### src/rtl/aibio_txdll_ctrl_pkg.sv
// Shared types and constants for the TX DLL power-up / lock sequencer.
package aibio_txdll_ctrl_pkg;

  localparam int CAP_W = 5;
  localparam logic [CAP_W-1:0] CAP_MAX = 5'd31;

  typedef enum logic [2:0] {
    ST_IDLE      = 3'd0,
    ST_ENABLE    = 3'd1,
    ST_RESET     = 3'd2,
    ST_WAIT_LOCK = 3'd3,
    ST_LOCKED    = 3'd4,
    ST_FAIL      = 3'd5
  } txdll_ctrl_state_e;

  // Cap code plus step, clamped at the top code instead of wrapping.
  function automatic logic [CAP_W-1:0] cap_sat_add(input logic [CAP_W-1:0] cap,
                                                   input logic [2:0] step);
    logic [CAP_W:0] sum;
    sum = {1'b0, cap} + {3'b000, step};
    if (sum > {1'b0, CAP_MAX}) return CAP_MAX;
    return sum[CAP_W-1:0];
  endfunction

endpackage

### src/rtl/aibio_txdll_ctrl_sync.sv
// Two-flop synchronizer for a single asynchronous status level.
module aibio_txdll_ctrl_sync (
  input  logic clk,
  input  logic reset,
  input  logic sig,
  output logic sig_sync
);

  logic meta_p0;

  // Metastability stage followed by the settled stage.
  always_ff @(posedge clk) begin
    if (reset) begin
      meta_p0  <= 1'b0;
      sig_sync <= 1'b0;
    end else begin
      meta_p0  <= sig;
      sig_sync <= meta_p0;
    end
  end

endmodule

### src/rtl/aibio_txdll_ctrl.sv
// TX DLL bring-up sequencer: settle, reset, lock wait with cap-code retries,
// lock-loss monitoring and ready/fail reporting.
module aibio_txdll_ctrl
  import aibio_txdll_ctrl_pkg::*;
#(
  parameter int SETTLE_CYCLES = 16,
  parameter int RST_CYCLES    = 8,
  parameter int LOCK_TIMEOUT  = 1024,
  parameter int LOCK_FILTER   = 4,
  parameter int MAX_RETRY     = 7
) (
  input  logic       i_clk,
  input  logic       i_reset,
  input  logic       i_start,
  input  logic       i_pwrgood,
  input  logic       i_dll_lock,
  input  logic [4:0] i_cap_init,
  input  logic [2:0] i_cap_step,
  output logic       o_dll_en,
  output logic       o_dll_reset,
  output logic [4:0] o_dll_capctrl,
  output logic       o_ready,
  output logic       o_fail,
  output logic       o_relock,
  output logic [2:0] o_state,
  output logic [2:0] o_retry_cnt
);

  localparam int DW = $clog2(LOCK_TIMEOUT + 1);
  localparam int FW = $clog2(LOCK_FILTER + 1);
  localparam logic [DW-1:0] SETTLE_LD  = DW'(SETTLE_CYCLES - 1);
  localparam logic [DW-1:0] RST_LD     = DW'(RST_CYCLES - 1);
  localparam logic [DW-1:0] TIMEOUT_LD = DW'(LOCK_TIMEOUT - 1);
  localparam logic [DW-1:0] DWELL_ONE  = DW'(1);
  localparam logic [FW-1:0] FILT_MAX   = FW'(LOCK_FILTER);
  localparam logic [FW-1:0] FILT_ONE   = FW'(1);
  localparam logic [2:0]    RETRY_MAX  = 3'(MAX_RETRY);

  txdll_ctrl_state_e state, next_state;
  logic [DW-1:0]     dwell, dwell_next;
  logic [CAP_W-1:0]  cap, cap_next;
  logic [2:0]        retry, retry_next;
  logic              relock_set, relock_evt;
  logic              lock_s;
  logic              filt_lvl;
  logic [FW-1:0]     filt_cnt, filt_run;
  logic              qual_hi, qual_lo, entry;
  logic              en_d, rst_d, ready_d, fail_d;

  aibio_txdll_ctrl_sync u_lock_sync (
    .clk      (i_clk),
    .reset    (i_reset),
    .sig      (i_dll_lock),
    .sig_sync (lock_s)
  );

  assign entry = (next_state != state);

  // Run length of the current lock_s level including this sample; a level
  // change restarts the run at one, saturating at the filter length.
  always_comb begin
    filt_run = FILT_ONE;
    if (lock_s == filt_lvl)
      filt_run = (filt_cnt == FILT_MAX) ? FILT_MAX : filt_cnt + FILT_ONE;
  end

  assign qual_hi = lock_s  && (filt_run == FILT_MAX);
  assign qual_lo = !lock_s && (filt_run == FILT_MAX);

  // State register.
  always_ff @(posedge i_clk) begin
    if (i_reset) state <= ST_IDLE;
    else         state <= next_state;
  end

  // Next-state, cap-code and retry decisions; abort overrides everything.
  always_comb begin
    next_state = state;
    cap_next   = cap;
    retry_next = retry;
    relock_set = 1'b0;
    case (state)
      ST_IDLE: begin
        if (i_start && i_pwrgood) begin
          next_state = ST_ENABLE;
          cap_next   = i_cap_init;
          retry_next = 3'd0;
        end
      end
      ST_ENABLE:    if (dwell == '0) next_state = ST_RESET;
      ST_RESET:     if (dwell == '0) next_state = ST_WAIT_LOCK;
      ST_WAIT_LOCK: begin
        if (qual_hi) begin
          next_state = ST_LOCKED;
        end else if (dwell == '0) begin
          if (retry == RETRY_MAX) begin
            next_state = ST_FAIL;
          end else begin
            next_state = ST_RESET;
            cap_next   = cap_sat_add(cap, i_cap_step);
            retry_next = retry + 3'd1;
          end
        end
      end
      ST_LOCKED: begin
        if (qual_lo) begin
          next_state = ST_RESET;
          retry_next = 3'd0;
          relock_set = 1'b1;
        end
      end
      ST_FAIL:      next_state = ST_FAIL;
      default:      next_state = ST_IDLE;
    endcase
    if ((state != ST_IDLE) && (!i_start || !i_pwrgood)) begin
      next_state = ST_IDLE;
      cap_next   = cap;
      retry_next = retry;
      relock_set = 1'b0;
    end
  end

  // Dwell down-counter, reloaded with the new state's budget on every entry.
  always_comb begin
    dwell_next = dwell;
    if (entry) begin
      case (next_state)
        ST_ENABLE:    dwell_next = SETTLE_LD;
        ST_RESET:     dwell_next = RST_LD;
        ST_WAIT_LOCK: dwell_next = TIMEOUT_LD;
        default:      dwell_next = '0;
      endcase
    end else if (dwell != '0) begin
      dwell_next = dwell - DWELL_ONE;
    end
  end

  // Output decode from the registered state.
  always_comb begin
    en_d    = 1'b0;
    rst_d   = 1'b1;
    ready_d = 1'b0;
    fail_d  = 1'b0;
    case (state)
      ST_ENABLE, ST_RESET: en_d = 1'b1;
      ST_WAIT_LOCK: begin
        en_d  = 1'b1;
        rst_d = 1'b0;
      end
      ST_LOCKED: begin
        en_d    = 1'b1;
        rst_d   = 1'b0;
        ready_d = 1'b1;
      end
      ST_FAIL:  fail_d = 1'b1;
      default:  ;
    endcase
  end

  // Counters, cap code, retry count and lock filter.
  always_ff @(posedge i_clk) begin
    if (i_reset) begin
      dwell      <= '0;
      cap        <= '0;
      retry      <= 3'd0;
      relock_evt <= 1'b0;
      filt_lvl   <= 1'b0;
      filt_cnt   <= '0;
    end else begin
      dwell      <= dwell_next;
      cap        <= cap_next;
      retry      <= retry_next;
      relock_evt <= relock_set;
      filt_lvl   <= lock_s;
      filt_cnt   <= entry ? '0 : filt_run;
    end
  end

  // Registered outputs; relock is delayed to line up with ready dropping.
  always_ff @(posedge i_clk) begin
    if (i_reset) begin
      o_dll_en    <= 1'b0;
      o_dll_reset <= 1'b1;
      o_ready     <= 1'b0;
      o_fail      <= 1'b0;
      o_relock    <= 1'b0;
      o_state     <= 3'd0;
    end else begin
      o_dll_en    <= en_d;
      o_dll_reset <= rst_d;
      o_ready     <= ready_d;
      o_fail      <= fail_d;
      o_relock    <= relock_evt;
      o_state     <= state;
    end
  end

  assign o_dll_capctrl = cap;
  assign o_retry_cnt   = retry;

endmodule

### config.mk
export PLATFORM = sky130hd
export DESIGN_NAME = aibio_txdll_ctrl
export DESIGN_NICKNAME = d
export VERILOG_FILES = /design/src/rtl/aibio_txdll_ctrl_pkg.sv /design/src/rtl/aibio_txdll_ctrl_sync.sv /design/src/rtl/aibio_txdll_ctrl.sv
export SDC_FILE = /design/constraint.sdc
export NUM_CORES = 1
export LEC_CHECK = 0
export ABC_CLOCK_PERIOD_IN_PS = 2700
export CORE_MARGIN = 10
export CORE_UTILIZATION = 48
export DETAILED_ROUTE_END_ITERATION = 6
export PLACE_DENSITY = 0.75
export SLEW_MARGIN = 10
export SYNTH_ARGS = -nofsm -noshare
export SYNTH_HDL_FRONTEND = slang
export SYNTH_SLANG_ARGS = --single-unit
export TNS_END_PERCENT = 100
### constraint.sdc
create_clock -name i_clk -period 2.7 [get_ports i_clk]
set_input_delay 0.81 -clock i_clk [delete_from_list [all_inputs] [get_ports i_clk]]
set_output_delay 0.81 -clock i_clk [all_outputs]
set_load 0.1 [all_outputs]
# Yosys cells after proc, flatten, opt, wreduce, memory -nomap -nowiden
# Index checks and enable logic that the tools add are counted.
dict set report totals {
  regBits 37
}
dict set report classes {
  add_sub_neg 4
  n_mux 37
  eq_ne 18
  n_reduce_logical 21
  bitwise_logic 2
  order_cmp 1
}
# op count
set op_table {}
lappend op_table {{$mux W3} 15}
lappend op_table {{$mux W5} 6}
lappend op_table {{$pmux W10 S3} 1}
lappend op_table {{$mux W11} 2}
lappend op_table {{$pmux W3 S6} 1}
lappend op_table {{$eq A3 B3 Y1 const B} 5}
lappend op_table {{$eq A3 B2 Y1 const B} 4}
lappend op_table {{$logic_not A11 Y1} 1}
lappend op_table {{$reduce_bool A11 Y1} 1}
lappend op_table {{$sub A11 B1 Y11 const B} 1}
lappend op_table {{$mux W1} 10}
lappend op_table {{$ne A2 B2 Y1 const B} 5}
lappend op_table {{$pmux W5 S2} 1}
lappend op_table {{$pmux W3 S3} 1}
lappend op_table {{$reduce_and A7 Y1} 1}
lappend op_table {{$add A3 B1 Y3 const B} 2}
lappend op_table {{$add A5 B3 Y6} 1}
lappend op_table {{$eq A3 B1 Y1 const B} 2}
lappend op_table {{$gt A6 B5 Y1 const B} 1}
lappend op_table {{$reduce_and A6 Y1} 1}
lappend op_table {{$reduce_bool A3 Y1} 2}
lappend op_table {{$logic_and A1 B1 Y1} 4}
lappend op_table {{$reduce_bool A2 Y1} 2}
lappend op_table {{$reduce_or A2 Y1} 2}
lappend op_table {{8 further kinds} 11}

# Depth between registers and ports, before layout
# Gate-level depths: netlist of run 1.
dict set report depth {
  depth_word 12
  mapped_depth 11
}

# Modules after synthesis
# From an unflattened synthesis of run 1, not the netlist that was laid out.
dict set report hier_totals {
  hier_cells 230
  hier_area_um2 1974.4
}
# module n_inst cells_each area_per_inst_um2
set by_module_without_submodules {}
lappend by_module_without_submodules {aibio_txdll_ctrl 1 226 1921.8}
lappend by_module_without_submodules {aibio_txdll_ctrl_sync 1 4 52.6}

# Worst setup path after synthesis of run 1
# No wires, ideal clock.
dict set report synth_timing {
  kind {reg-to-reg}
  startpoint {register dwell[0]}
  endpoint {register retry[0] (netlist: o_retry_cnt[0])}
  arrival_ns 2.466
  path_buffers 1
  path_slack_ns 0.106
  stages_incl_launch_ff 10
  synth_period_minus_slack_ns 2.594
  path_cell_list {dfxtp_1 > inv_1 > ha_1 > or4b_1 > buf_2 > or4_4 > o31a_1 > nor3_4 > mux2i_1 > nor2_1}
}
dict set report synth_via {
  elab_chain_cells 3
}
# element line_no
set synth_lines {}
lappend synth_lines {{start, declared} aibio_txdll_ctrl.sv:40} ;# logic [DW-1:0] dwell, dwell_next;
lappend synth_lines {{start signal, assigned} aibio_txdll_ctrl.sv:170} ;# dwell <= dwell_next;
lappend synth_lines {{$logic_not A11 Y1} aibio_txdll_ctrl.sv:95} ;# end else if (dwell == '0) begin
lappend synth_lines {{$ne A2 B2 Y1 (no source line)} n/a}
lappend synth_lines {{$reduce_and A7 Y1 (no source line)} n/a}
lappend synth_lines {{end signal, assigned} aibio_txdll_ctrl.sv:172} ;# retry <= retry_next;
lappend synth_lines {{end, declared} aibio_txdll_ctrl.sv:42} ;# logic [2:0] retry, retry_next;
# No other way between the ends.
# A chain may end at the register's enable or synchronous reset.

# Worst setup path after layout of run 1
dict set report layout_timing {
  startpoint {register dwell[0]}
  endpoint {register retry[2] (netlist: o_retry_cnt[2])}
}
# Same word-level chain as after synthesis.

==> results of run 1 <==
==> sequential cells by signal, summed over array words and instances, names as in the netlist <==
signal and count:
filt_cnt 3, o_retry_cnt 3, o_ready 1, filt_lvl 1
o_dll_en 1, o_dll_reset 1, state 3, o_dll_capctrl 5
o_fail 1, relock_evt 1, u_lock_sync.meta_p0 1, dwell 11
o_state 3, u_lock_sync.sig_sync 1, o_relock 1
==> worst reg2reg max path, stage by stage, from the launching register on <==
cell and delay (ps):
dfxtp_2 330, inv_1 50, ha_2 170, or4b_4 490
or4_4 470, o31a_1 400, nor3_4 280, mux2i_1 210
nor2_1 60
==> power groups by stage <==
stage               Combinational, uW  Clock, uW  Sequential (uW)
floorplan                         675          0              815
global placement                 1050          0              733
detailed placement               1060          0              736
CTS                              1070        436              726
global route                     1200        456              746
finish                           1080        423              732
==> metrics by stage <==
step	hold WS (ps)	worst slack (ps)	cells	utilization	setup TNS, ps
detailed placement	429	-92.9	313	0.588	-482
CTS	445	9.38	321	0.614	0
global route	456	5.25	322	0.620	0
global placement	418	4.88	313	0.588	0
floorplan	414	106	231	-	0
finish	440	107	322	0.620	0
==> synthesized netlist by cell type (2+ instances only) <==
| cell type | n | area, sq um |
|---|---|---|
| nor4_1 | 2 | 12.5 |
| buf_2 | 3 | 15.0 |
| a21oi_1 | 11 | 55.1 |
| nor3b_1 | 2 | 15.0 |
| nand2_1 | 22 | 82.6 |
| o21ai_1 | 2 | 10.0 |
| clkbuf_1 | 8 | 30.0 |
| nor2b_1 | 5 | 31.3 |
| ha_1 | 8 | 100 |
| a211oi_1 | 5 | 37.5 |
| or3_1 | 6 | 37.5 |
| or4_1 | 6 | 45.0 |
| nor3_1 | 13 | 65.1 |
| dfxtp_1 | 37 | 741 |
| and2_1 | 2 | 12.5 |
| xor2_1 | 7 | 61.3 |
| o21a_1 | 2 | 15.0 |
| o21ai_0 | 10 | 50.1 |
| or3b_1 | 2 | 17.5 |
| o2bb2ai_1 | 2 | 17.5 |
| o31ai_1 | 2 | 15.0 |
| a31oi_1 | 2 | 12.5 |
| nand3b_1 | 2 | 15.0 |
| inv_1 | 12 | 45.0 |
| mux2i_1 | 5 | 50.1 |
| a21o_1 | 2 | 15.0 |
| xnor2_1 | 4 | 35.0 |
| nor2_1 | 24 | 90.1 |
==> layout make-up <==
class / instances / area [sq um]
clock buffers: 7 / 96.3
clock inverters: 1 / 5.00
fillers: 369 / 1510
inverters: 12 / 45.0
multi-input cells: 170 / 1140
flip-flops and latches: 37 / 743
well taps: 50 / 62.6
repair buffers: 45 / 368
==> worst paths after layout <==
| check | to | slack (ps) | depth (start not counted) |
|---|---|---|---|
| worst min register to register | o_relock$_SDFF_PP0_ | 440 | 1 |
| worst max-delay path | o_retry_cnt[2]$_SDFFE_PP0P_ | 110 | 8 |
| worst max register to register | o_retry_cnt[2]$_SDFFE_PP0P_ | 110 | 8 |
| worst min-delay path | o_relock$_SDFF_PP0_ | 440 | 1 |
==> routing by layer <==
layer  part of all wire  vias to the layer above  track usage
li1                   -                      903            -
met1               0.48                      807        0.152
met2               0.46                       25        0.217
met3              0.040                        7       0.0381
met4              0.015                        0       0.0457
met5                  0                        -            0
==> cells in the final DEF, fill, tap and decap left out, types with 4 or more instances in the layout <==
cell type	count
dfxtp_1	35
clkdlybuf4s50_1	12
o21ai_0	10
ha_1	7
or3_1	6
nand2_1	22
or4_1	6
buf_4	33
nor2_1	24
clkbuf_8	7
xnor2_1	4
a21oi_1	11
a211oi_1	5
mux2i_1	5
xor2_1	7
nor3_1	13
nor2b_1	5
inv_1	12
==> kinds of logic (layout without fill, tap and decap cells) <==
| kind of cell | count (synthesis) | after routing | synth area share |
|---|---|---|---|
| AND/OR/NAND/NOR | 97 | 97 | 0.274 |
| AO/OA/AOI/OAI | 48 | 48 | 0.165 |
| flip-flops | 37 | 37 | 0.378 |
| buffers and inverters | 24 | 65 | 0.0478 |
| XOR/XNOR | 11 | 11 | 0.0491 |
| adder cells (fa/ha/maj) | 9 | 9 | 0.0612 |
| multiplexers | 5 | 5 | 0.0255 |
==> what timing repair did <==
| action | 4_1_cts | 5_1_grt |
|---|---|---|
| hold endpoints to repair | 0 | 0 |
| buffers inserted | 0 | 1 |
| pin swaps | 2 | 4 |
| gates cloned | 0 | 0 |
| endpoints found under the setup margin | 2 | 20 |
| gates resized for setup | 0 | 6 |
==> flow_summary.json, run 1 <==
{
  "slowest_stage": "or4b_4",
  "cp-end-kind": "flip-flop",
  "finalCriticalPeriod_ps": 2590,
  "p_int_uw": 1360,
  "cp_slowest_stage_delay_ps": 490,
  "portBuffers": 28,
  "grtUsageTotal": 0.129,
  "cts_buffers": 5,
  "fin_nets": 293,
  "switchingPower_uw": 884,
  "hold_viol": 0,
  "synth_cells": 231,
  "dpl_cell_area_sq_mm": 0.00234,
  "synthArstFlopShare": 0,
  "crit_fanout": 4,
  "grt_max_degree": 32,
  "worstHoldStart": "relock_evt$_SDFF_PP0_",
  "syn_area_per_cell_sq_um": 8.49,
  "yosysWarningCount": 0,
  "min-delay-path-class": "reg -> reg",
  "drv_cap": 0,
  "fin_area_sq_mm": 0.00246,
  "grt_pass1_vias": 1725,
  "grt_first_pass_wirelength_um": 7780,
  "via_per_inst": 5.41,
  "clk_pin_slew_ps": 70,
  "vdd_drop_max_mv": 0.386,
  "cellPowerDensity_mw_per_mm2": 910,
  "chipHeight_um": 83.9,
  "grt_setup_unrepaired": "no",
  "worstMarginPinSlew_ps": 518,
  "reg2reg_from": "dwell[0]$_SDFFE_PP0P_",
  "power_frac_clock": 0.189,
  "p_comb_frac": 0.484,
  "wirelength_um": 4450,
  "clock-sinks": 37,
  "criticalPathCategory": "reg -> reg",
  "outcome": "finished clean",
  "synth_area_sq_mm": 0.00196,
  "cts_tree": "yes",
  "drive_gt1_frac": 0.206,
  "ys_types": 51,
  "hold_buffers": 0,
  "synth_seq_cells": 37,
  "dr.pass1.iters": 4,
  "grt-ovfl-total": 0,
  "vias": 1742,
  "synth-edff-count": 0,
  "clk_path_buf_depth": 2,
  "critPathBufInv": 1,
  "drtAntennaViolNets": 0,
  "die-area_sq_mm": 0.00704,
  "n_antenna_cell": 0,
  "area_growth_pct": 25.4,
  "seqPwrFrac": 0.327,
  "clock_latency_ps": 290,
  "worst_clock_skew_ps": 6.66,
  "cp_cell_sequence": "inv_1, ha_2, or4b_4, or4_4, o31a_1, nor3_4, mux2i_1, nor2_1",
  "core_sq_mm": 0.00397,
  "hpwl_um": 3300,
  "cp-start-kind": "flip-flop",
  "place_congestion": 0.924,
  "crit_family": "simple AND/OR/NAND/NOR gates",
  "synth_ff_type": "dfxtp_1",
  "worstPathRequired_ps": 2870,
  "max-slew-margin-rel": 0.651,
  "ys_seq_area_frac": 0.378,
  "swShare": 0.395,
  "fmax_mhz": 386,
  "die_w_um": 83.9,
  "p_leak_uw": 0.00105,
  "cts_root_buf": "clkbuf_8",
  "num_io_pins": 29,
  "syn_nets": 253,
  "rows": 23,
  "cp-startpoint": "dwell[0]$_SDFFE_PP0P_",
  "drt-wirelength-per-cell_um": 13.8,
  "cp.arrival_ps": 2760,
  "start_util": 0.494,
  "post-route-drc-count": 0,
  "period_share": 0.960,
  "drt_iter0_markers": 103,
  "drv_slew": 0,
  "total_power_uw": 2240,
  "antenna_found_initial": 0,
  "h-tree-depth": 2,
  "setup_violations": 0
}
Note: power is estimated with default switching activity, not from simulation.
==> run 2, diff against run 1 <==
--- a/config.mk
+++ b/config.mk
@@ -9,8 +9,9 @@
 export CORE_MARGIN = 10
 export CORE_UTILIZATION = 48
 export DETAILED_ROUTE_END_ITERATION = 6
+export MAX_ROUTING_LAYER = met4
 export PLACE_DENSITY = 0.75
-export SLEW_MARGIN = 10
+export SLEW_MARGIN = 30
 export SYNTH_ARGS = -nofsm -noshare
 export SYNTH_HDL_FRONTEND = slang
 export SYNTH_SLANG_ARGS = --single-unit
==> run 2 against run 1 <==
  * First-iteration DRC count up 16%
  * Final cell count is the same
  * Combinational power is essentially flat
  * Critical endpoint unchanged
==> flow_summary.json, run 2 (synthesis results as in run 1) <==
{
  "drv_slew": 0,
  "worstPathRequired_ps": 2870,
  "min-delay-path-class": "reg -> reg",
  "gr-usage-met1": 0.158,
  "drt_iter0_markers": 119,
  "worst_hold_slack_ps": 445,
  "rows": 23,
  "largest_reg_flops": 11,
  "use_met3": 0.0371,
  "outcome": "finished clean",
  "hold_viol": 0,
  "cp-end-kind": "flip-flop",
  "finalCriticalPeriod_ps": 2550,
  "wirelength_um": 4440,
  "p_leak_uw": 0.00104,
  "holdPathStages": 1,
  "via_per_inst": 5.49,
  "cts_resized": 0,
  "final_cell_mix": "dfxtp_1 (37), buf_4 (33), nor2_1 (24)",
  "fmax_mhz": 392,
  "clk_pin_slew_ps": 70,
  "criticalPathCategory": "reg -> reg",
  "max-slew-margin-rel": 0.683,
  "post-route-drc-count": 0,
  "grt-ovfl-total": 0,
  "die_w_um": 83.9,
  "place_congestion": 0.953,
  "regMostFlops": "dwell",
  "worst_clock_skew_ps": 5.49,
  "vias": 1769,
  "drt-wirelength-per-cell_um": 13.8,
  "setup_violations": 0,
  "vdd_drop_max_mv": 0.338,
  "h-tree-depth": 2,
  "portBuffers": 28,
  "chipHeight_um": 83.9,
  "fin_nets": 293,
  "cts_buffers": 5,
  "n_antenna_cell": 0,
  "grt_setup_unrepaired": "no",
  "cellPowerDensity_mw_per_mm2": 892,
  "clk_path_buf_depth": 2,
  "cts_tree": "yes",
  "cts_root_buf": "clkbuf_8",
  "rr_worst_depth": 8,
  "antenna_found_initial": 0,
  "drive_gt1_frac": 0.195,
  "mostFrequentLayoutCell": "dfxtp_1",
  "cts_setup_buffers": 0,
  "crit_fanout": 4,
  "drtAntennaViolNets": 0,
  "use_met2": 0.210,
  "drv_cap": 0,
  "fill_cells": 366,
  "clock-sinks": 37,
  "grt_first_pass_wirelength_um": 7810,
  "core_sq_mm": 0.00397,
  "start_util": 0.494,
  "grt_pass1_vias": 1723,
  "hold_buffers": 0,
  "num_io_pins": 29,
  "area_growth_pct": 24.4,
  "cp.arrival_ps": 2710,
  "cp-start-kind": "flip-flop",
  "dr.pass1.iters": 4,
  "grt.busiest_layer": "met2",
  "dp_slack_ps": -57.8,
  "grtUsageTotal": 0.134,
  "clock_latency_ps": 290,
  "period_share": 0.944,
  "hpwl_um": 3390,
  "grt_max_degree": 32,
  "worstMarginPinSlew_ps": 471,
  "setup_ws_ps": 151,
  "die-area_sq_mm": 0.00704
}
## run 2: power breakdown
part | internal [uW] | switching [uW]
clock network | 179 | 192
registers | 634 | 94.5
logic | 486 | 592
## run 2: path summary, 6_finish.rpt
check                                      start                              end  slack [ps]
setup / recovery           dwell[1]$_SDFFE_PP0P_      o_retry_cnt[2]$_SDFFE_PP0P_         150
hold / removal    u_lock_sync.meta_p0$_SDFF_PP0_  u_lock_sync.sig_sync$_SDFF_PP0_         440
setup reg to reg           dwell[1]$_SDFFE_PP0P_      o_retry_cnt[2]$_SDFFE_PP0P_         150
hold reg to reg   u_lock_sync.meta_p0$_SDFF_PP0_  u_lock_sync.sig_sync$_SDFF_PP0_         440
## run 2: through the flow
stage / setup TNS, ps / power (uW) / area (sq um) / util / cells
3_5_place_dp: -275 / 1800 / 2340 / 0.590 / 314
3_3_place_gp: 0 / 1780 / 2340 / 0.590 / 314
6_report: 0 / 2180 / 2440 / 0.615 / 322
4_1_cts: 0 / 2170 / 2430 / 0.611 / 322
5_1_grt: 0 / 2350 / 2440 / 0.615 / 322
2_1_floorplan: 0 / 1490 / 1960 / - / 231
## run 2: cell type report
type                    count  area, sq um  area share
inverters                  12         45.0      0.0185
flip-flops and latches     37          741       0.303
repair buffers             45          368       0.151
multi-input cells         170         1140       0.468
clock buffers               6         72.6      0.0297
well taps                  50         62.6      0.0256
clock inverters             2         10.0     0.00410
## run 2: worst max-delay path: stages, from the launching register on
cell and delay [ps]:
dfxtp_1 330, inv_1 60, ha_1 150, or4b_4 500
or4_4 470, o31a_1 340, nor3_4 300, mux2i_1 220
nor2_1 60
## run 2: metal layers
| metal | vias up | wire (um) |
|---|---|---|
| li1 | 896 | - |
| met1 | 827 | 2040 |
| met2 | 39 | 2130 |
| met3 | 7 | 208 |
| met4 | 0 | 57 |
| met5 | - | 0 |
